`src/rtl/rtc_core.sv`:
```
// 1588 real-time clock datapath: fractional-ns accumulator with seconds rollover,
// software time/period loads and a cycle-counted period adjustment.
module rtc_core #(
    parameter logic [39:0] PERIOD_RST = 40'h0800000000,
    parameter logic [37:0] MODULO_RST = 38'h3B9ACA0000
) (
    input  logic        clk,
    input  logic        rst,
    input  logic        rtc_rst_in,
    input  logic        time_ld_in,
    input  logic [37:0] time_reg_ns_in,
    input  logic [47:0] time_reg_sec_in,
    input  logic        period_ld_in,
    input  logic [39:0] period_in,
    input  logic [37:0] time_acc_modulo_in,
    input  logic        adj_ld_in,
    input  logic [31:0] adj_ld_data_in,
    input  logic [39:0] period_adj_in,
    output logic [37:0] time_reg_ns_out,
    output logic [47:0] time_reg_sec_out,
    output logic        adj_busy_out,
    output logic        pps_out
);

    logic [61:0] acc_q, acc_d;
    logic [47:0] sec_q, sec_d;
    logic [39:0] period_q, period_d;
    logic [37:0] modulo_q, modulo_d;
    logic [31:0] adj_cnt_q, adj_cnt_d;
    logic        pps_q, pps_d;
    logic        adj_busy_q, adj_busy_d;

    logic [39:0] inc_s;
    logic [62:0] sum_s;
    logic [61:0] limit_s;
    logic        roll_s;

    // Tick arithmetic; sum carries one spare bit so an over-modulo load cannot wrap.
    always_comb begin
        if (adj_cnt_q != 32'd0) begin
            inc_s = period_adj_in;
        end else begin
            inc_s = period_q;
        end
        sum_s   = {1'b0, acc_q} + {23'd0, inc_s};
        limit_s = {modulo_q, 24'd0};
        roll_s  = (sum_s >= {1'b0, limit_s});
    end

    // Next-state selection: clear, then load, then normal tick.
    always_comb begin
        acc_d     = acc_q;
        sec_d     = sec_q;
        pps_d     = 1'b0;
        adj_cnt_d = adj_cnt_q;
        period_d  = period_q;
        modulo_d  = modulo_q;

        if (rtc_rst_in) begin
            acc_d     = 62'd0;
            sec_d     = 48'd0;
            adj_cnt_d = 32'd0;
            pps_d     = 1'b0;
        end else if (time_ld_in) begin
            acc_d = {time_reg_ns_in, 24'd0};
            sec_d = time_reg_sec_in;
            pps_d = 1'b0;
            if (adj_ld_in) begin
                adj_cnt_d = adj_ld_data_in;
            end else begin
                adj_cnt_d = adj_cnt_q;
            end
        end else begin
            if (roll_s) begin
                acc_d = sum_s[61:0] - limit_s;
                sec_d = sec_q + 48'd1;
                pps_d = 1'b1;
            end else begin
                acc_d = sum_s[61:0];
                sec_d = sec_q;
                pps_d = 1'b0;
            end
            if (adj_ld_in) begin
                adj_cnt_d = adj_ld_data_in;
            end else if (adj_cnt_q != 32'd0) begin
                adj_cnt_d = adj_cnt_q - 32'd1;
            end else begin
                adj_cnt_d = adj_cnt_q;
            end
        end

        // Period/modulo capture is independent of the time actions.
        if (period_ld_in) begin
            period_d = period_in;
            modulo_d = time_acc_modulo_in;
        end else begin
            period_d = period_q;
            modulo_d = modulo_q;
        end

        adj_busy_d = (adj_cnt_d != 32'd0);
    end

    // State registers with synchronous reset.
    always_ff @(posedge clk) begin
        if (rst) begin
            acc_q      <= 62'd0;
            sec_q      <= 48'd0;
            period_q   <= PERIOD_RST;
            modulo_q   <= MODULO_RST;
            adj_cnt_q  <= 32'd0;
            pps_q      <= 1'b0;
            adj_busy_q <= 1'b0;
        end else begin
            acc_q      <= acc_d;
            sec_q      <= sec_d;
            period_q   <= period_d;
            modulo_q   <= modulo_d;
            adj_cnt_q  <= adj_cnt_d;
            pps_q      <= pps_d;
            adj_busy_q <= adj_busy_d;
        end
    end

    assign time_reg_ns_out  = acc_q[61:24];
    assign time_reg_sec_out = sec_q;
    assign adj_busy_out     = adj_busy_q;
    assign pps_out          = pps_q;

endmodule

```
`config.mk`:
```
export PLATFORM = sky130hd
export DESIGN_NAME = rtc_core
export DESIGN_NICKNAME = d
export VERILOG_FILES = /design/src/rtl/rtc_core.sv
export SDC_FILE = /design/constraint.sdc
export NUM_CORES = 1
export LEC_CHECK = 0
export CAP_MARGIN = 25
export CORE_AREA = 3 3 176 178
export CTS_BUF_LIST = sky130_fd_sc_hd__clkbuf_8 sky130_fd_sc_hd__clkbuf_16
export DETAILED_ROUTE_END_ITERATION = 10
export DIE_AREA = 0 0 179 181
export PLACE_DENSITY = 0.82
export SYNTH_ARGS = -nofsm -noshare
export SYNTH_HDL_FRONTEND = slang
export SYNTH_SLANG_ARGS = --single-unit
```
`constraint.sdc`:
```
create_clock -name clk -period 8.7 [get_ports clk]
set_clock_uncertainty 0.1 [all_clocks]
set_input_delay 0.87 -clock clk [delete_from_list [all_inputs] [get_ports clk]]
set_output_delay 0.87 -clock clk [all_outputs]
set_load 0.03 [all_outputs]
```
==> summary.md <==
| Metric | Value |
|---|---|
| Status | finished clean |
| Routed vias | around 16000 |
| Vias in the first global route | roughly 15000 |
| Syn nets | around 2300 |
| DP Cell Count | 2576 |
| Hold crit path type | flop to flop |
| Initial antenna violation count | 2 |
| F_max | between 0.1 and 0.15 GHz |
| DP Wirelength | 39500 um |
| Share of layout cells above drive strength 1 | ~8.3% |
| Gr ovfl total | 0 |
| Worst R2R Start | adj_cnt_q[6] |
| PnR Total Power | around 3.2 mW |
| Sink Count | 222 |
| TritonCTS buffer count | 26 |
| Synthesized flop and latch total | 222 |
| Synth warn | 0 |
| Die Wd | approximately 180 um |
| Final Hold Fails | 0 |
| Synth area leaders | dfxtp_1 (28%), ha_1 (6.4%), a21oi_1 (5.6%) |
| Post-Syn Area | around 0.016 mm^2 |
| Filler cell count | ~2500 |
| Nets | about 2600 |
| H-tree levels | 1 |
| Min-delay src | period_q[29] |
| IO Pins | 330 |
| Total GRT Usage | 30.8% |
| First-pass GRT wire length | 81000 um |
| Slowest CP cell | or4_4 |
| CTS tree | built |
| Top FF cell, synth | dfxtp_1 |
| Commonest cells after routing, fill and taps aside | clkdlybuf4s50_1 (326), dfxtp_1 (222), nand2_1 (181) |
| Cell Rows | 63 |
| Post-Route WL | ~53000 um |
| 1st-iter DRT viols | roughly 1200 |
| Max Root-Sink Buffers | 3 |
| Top-area cell type share of the netlist area | between 20% and 30% |
| Peak VDD IR | ~0.14 mV |
| Largest net degree at the start of global routing | 90 |
| Routability cong. | ~0.98 |
| Core box area | between 0.02 and 0.03 mm^2 |
| Endpoint, Worst Hold | period_q[29] |
| Post-Layout Cell Count | about 2600 |
| Hold Crit Depth | 2 |
| Setup violators final | 0 |
| Final setup TNS | 0 ns |
| Worst slew margin | a little over a third |
| # diodes | 0 |
| Synth Area per Inst | 7.93 um^2 |
| Tcrit/Tclk final | between 90% and 100% |
| Clock insertion delay at the later pin of the skew report | about 0.55 ns |
| Post-synth top area cell | dfxtp_1 |
| Initial Util | 52.8% |
| Register area share after synthesis | between 20 and 30% |
| Commonest non-fill, non-tap cell in the layout | clkdlybuf4s50_1 |
| Worst-Margin Slew | about 0.97 ns |
| Avg WL per Cell | around 20 um |
| Asr flop ratio synth | 0% |
| CTS root buffer | clkbuf_16 |
| Worst setup path class | flop to flop |
| Cell mode on critical path | buf_4 |
| Die area | between 0.03 and 0.04 mm^2 |
| Port-buffer cells | between 300 and 400 |
| PwrDens | 161 mW/mm^2 |
| Synthesized instance count | slightly below 2000 |
| Leakage | just over 8 nW |
| Critical Path Fanout Max | 18 |
| Clock transition at path regs | about 0.060 ns |
| Netlist cell types | a little under 80 |
| Critical path endpoint category | flop |
| Post-layout min period | 8.35 ns |
| Area Growth Syn to Fin | 28.2% |
| Max cap viols | 0 |
| Req. time, crit path | about 9.0 ns |
| Arr. time, crit path | just under 9 ns |
| Post-route ant nets | 0 |
| Max stage delay on crit path | around 0.58 ns |
| Flop-to-flop setup slack | around 0.35 ns |
| Startpoint types | flop |
| 1st-pass router iterations | 5 |
| Reg-to-reg endpoint | acc_q[41] |
| Finished Core Util | 67.7% |
| Avg Vias per Cell | 6.04 |
| R2R depth | 32 |
| Slew Limit Fails | 0 |
| Die height | approximately 180 um |
| Post-synth EDFFs | 0 |
| DRC | 0 |
worst max path at each step:
stage / start / end / slack [ns] / cells past startpoint
final: adj_cnt_q[6] / acc_q[41] / 0.35 / 32
after global routing: adj_cnt_q[6] / acc_q[30] / -0.04 / 33
after CTS: adj_cnt_q[6] / acc_q[41] / 0.07 / 31
after detailed placement: adj_cnt_q[6] / acc_q[40] / -0.08 / 30
after global placement: adj_cnt_q[6] / acc_q[37] / 0.32 / 30
after floorplan: adj_cnt_q[6] / time_reg_sec_out[33] / 1.09 / 32
layout make-up:
| cell class | count | area [um^2] | area share (%) |
|---|---|---|---|
| Inverter | 70 | 264 | 1.32 |
| Multi-Input combinational cell | 1541 | 10300 | 51.6 |
| Tap cell | 390 | 488 | 2.44 |
| Timing Repair Buffer | 365 | 3590 | 17.9 |
| Clock buffer | 30 | 717 | 3.58 |
| Sequential cell | 222 | 4440 | 22.2 |
| Clock inverter | 15 | 179 | 0.894 |
report_power, final:
group	internal, mW	leakage [nW]	switching (mW)	total, mW
Combinational	0.428	5.77	0.531	0.959
Clock	0.702	0.452	0.452	1.15
Sequential	1.07	1.82	0.0486	1.12
Total	2.20	8.05	1.03	3.23
through the flow:
step | hold slack [ns] | area (um^2) | setup WS, ns
after floorplan | 0.336 | 15600 | 1.09
after global placement | 0.357 | 18900 | 0.321
after detailed placement | 0.366 | 18900 | -0.0776
after CTS | 0.390 | 19800 | 0.0741
after global routing | 0.410 | 20000 | -0.0386
final | 0.386 | 20000 | 0.353
cells in the mapped netlist (11+ instances only):
master    count
xor2_1       45
a211oi_1     22
and3_1       31
nand2b_1     16
nor2_1      176
nor3_1       42
buf_4        38
o21ai_0     141
a21o_1       41
o31ai_1      13
o211ai_1     26
nand3_1      51
nand4_1      24
and2_1       26
buf_2        11
dfxtp_1     222
nor4_1       30
or3_1        14
inv_1        66
a31oi_1      27
a211oi_2     12
buf_1        12
ha_1         80
mux2_2       42
nand2_1     181
clkbuf_1     74
mux2i_1      77
o21a_1       21
a21oi_1     174
xnor2_1      97
cells by family after synthesis:
group / synth area share (%)
multiplexers: 7.97
XOR/XNOR: 7.97
adder cells (fa/ha/maj): 6.67
AND/OR/NAND/NOR: 20.0
flip-flops: 28.5
AO/OA/AOI/OAI: 22.7
buffers and inverters: 6.18
worst max-delay path, delay by kind of cell, from the launching register on:
family                     cells  cell delay, ns
muxes                          1            0.36
AOI/OAI and AO/OA             10            2.23
adders and majority gates      2            0.71
DFF                            1            0.33
and+or+nand+nor               15            3.66
buffers and inverters          4            0.86
state kept, by name, summed over array words and instances, names as in the netlist:
name and count:
acc_q 62, adj_busy_out 1, adj_cnt_q 32, modulo_q 38
period_q 40, pps_out 1, time_reg_sec_out 48
timing repair:
action,4_1_cts,5_1_grt
buffers inserted,0,9
endpoints found under the hold margin,0,0
pin swaps,0,8
cloned,0,3
hold buffers,0,0
setup endpoints to repair,23,87
gates resized for setup,2,19
routing by layer:
metal	GRT usage (%)	vias up	part of all wire, %
li1	-	7602	-
met1	39.6	7464	42
met2	51.5	708	46
met3	6.66	121	8.9
met4	8.92	4	3.3
met5	0	-	0.051
No activity file was read; power rests on OpenSTA's default activity.
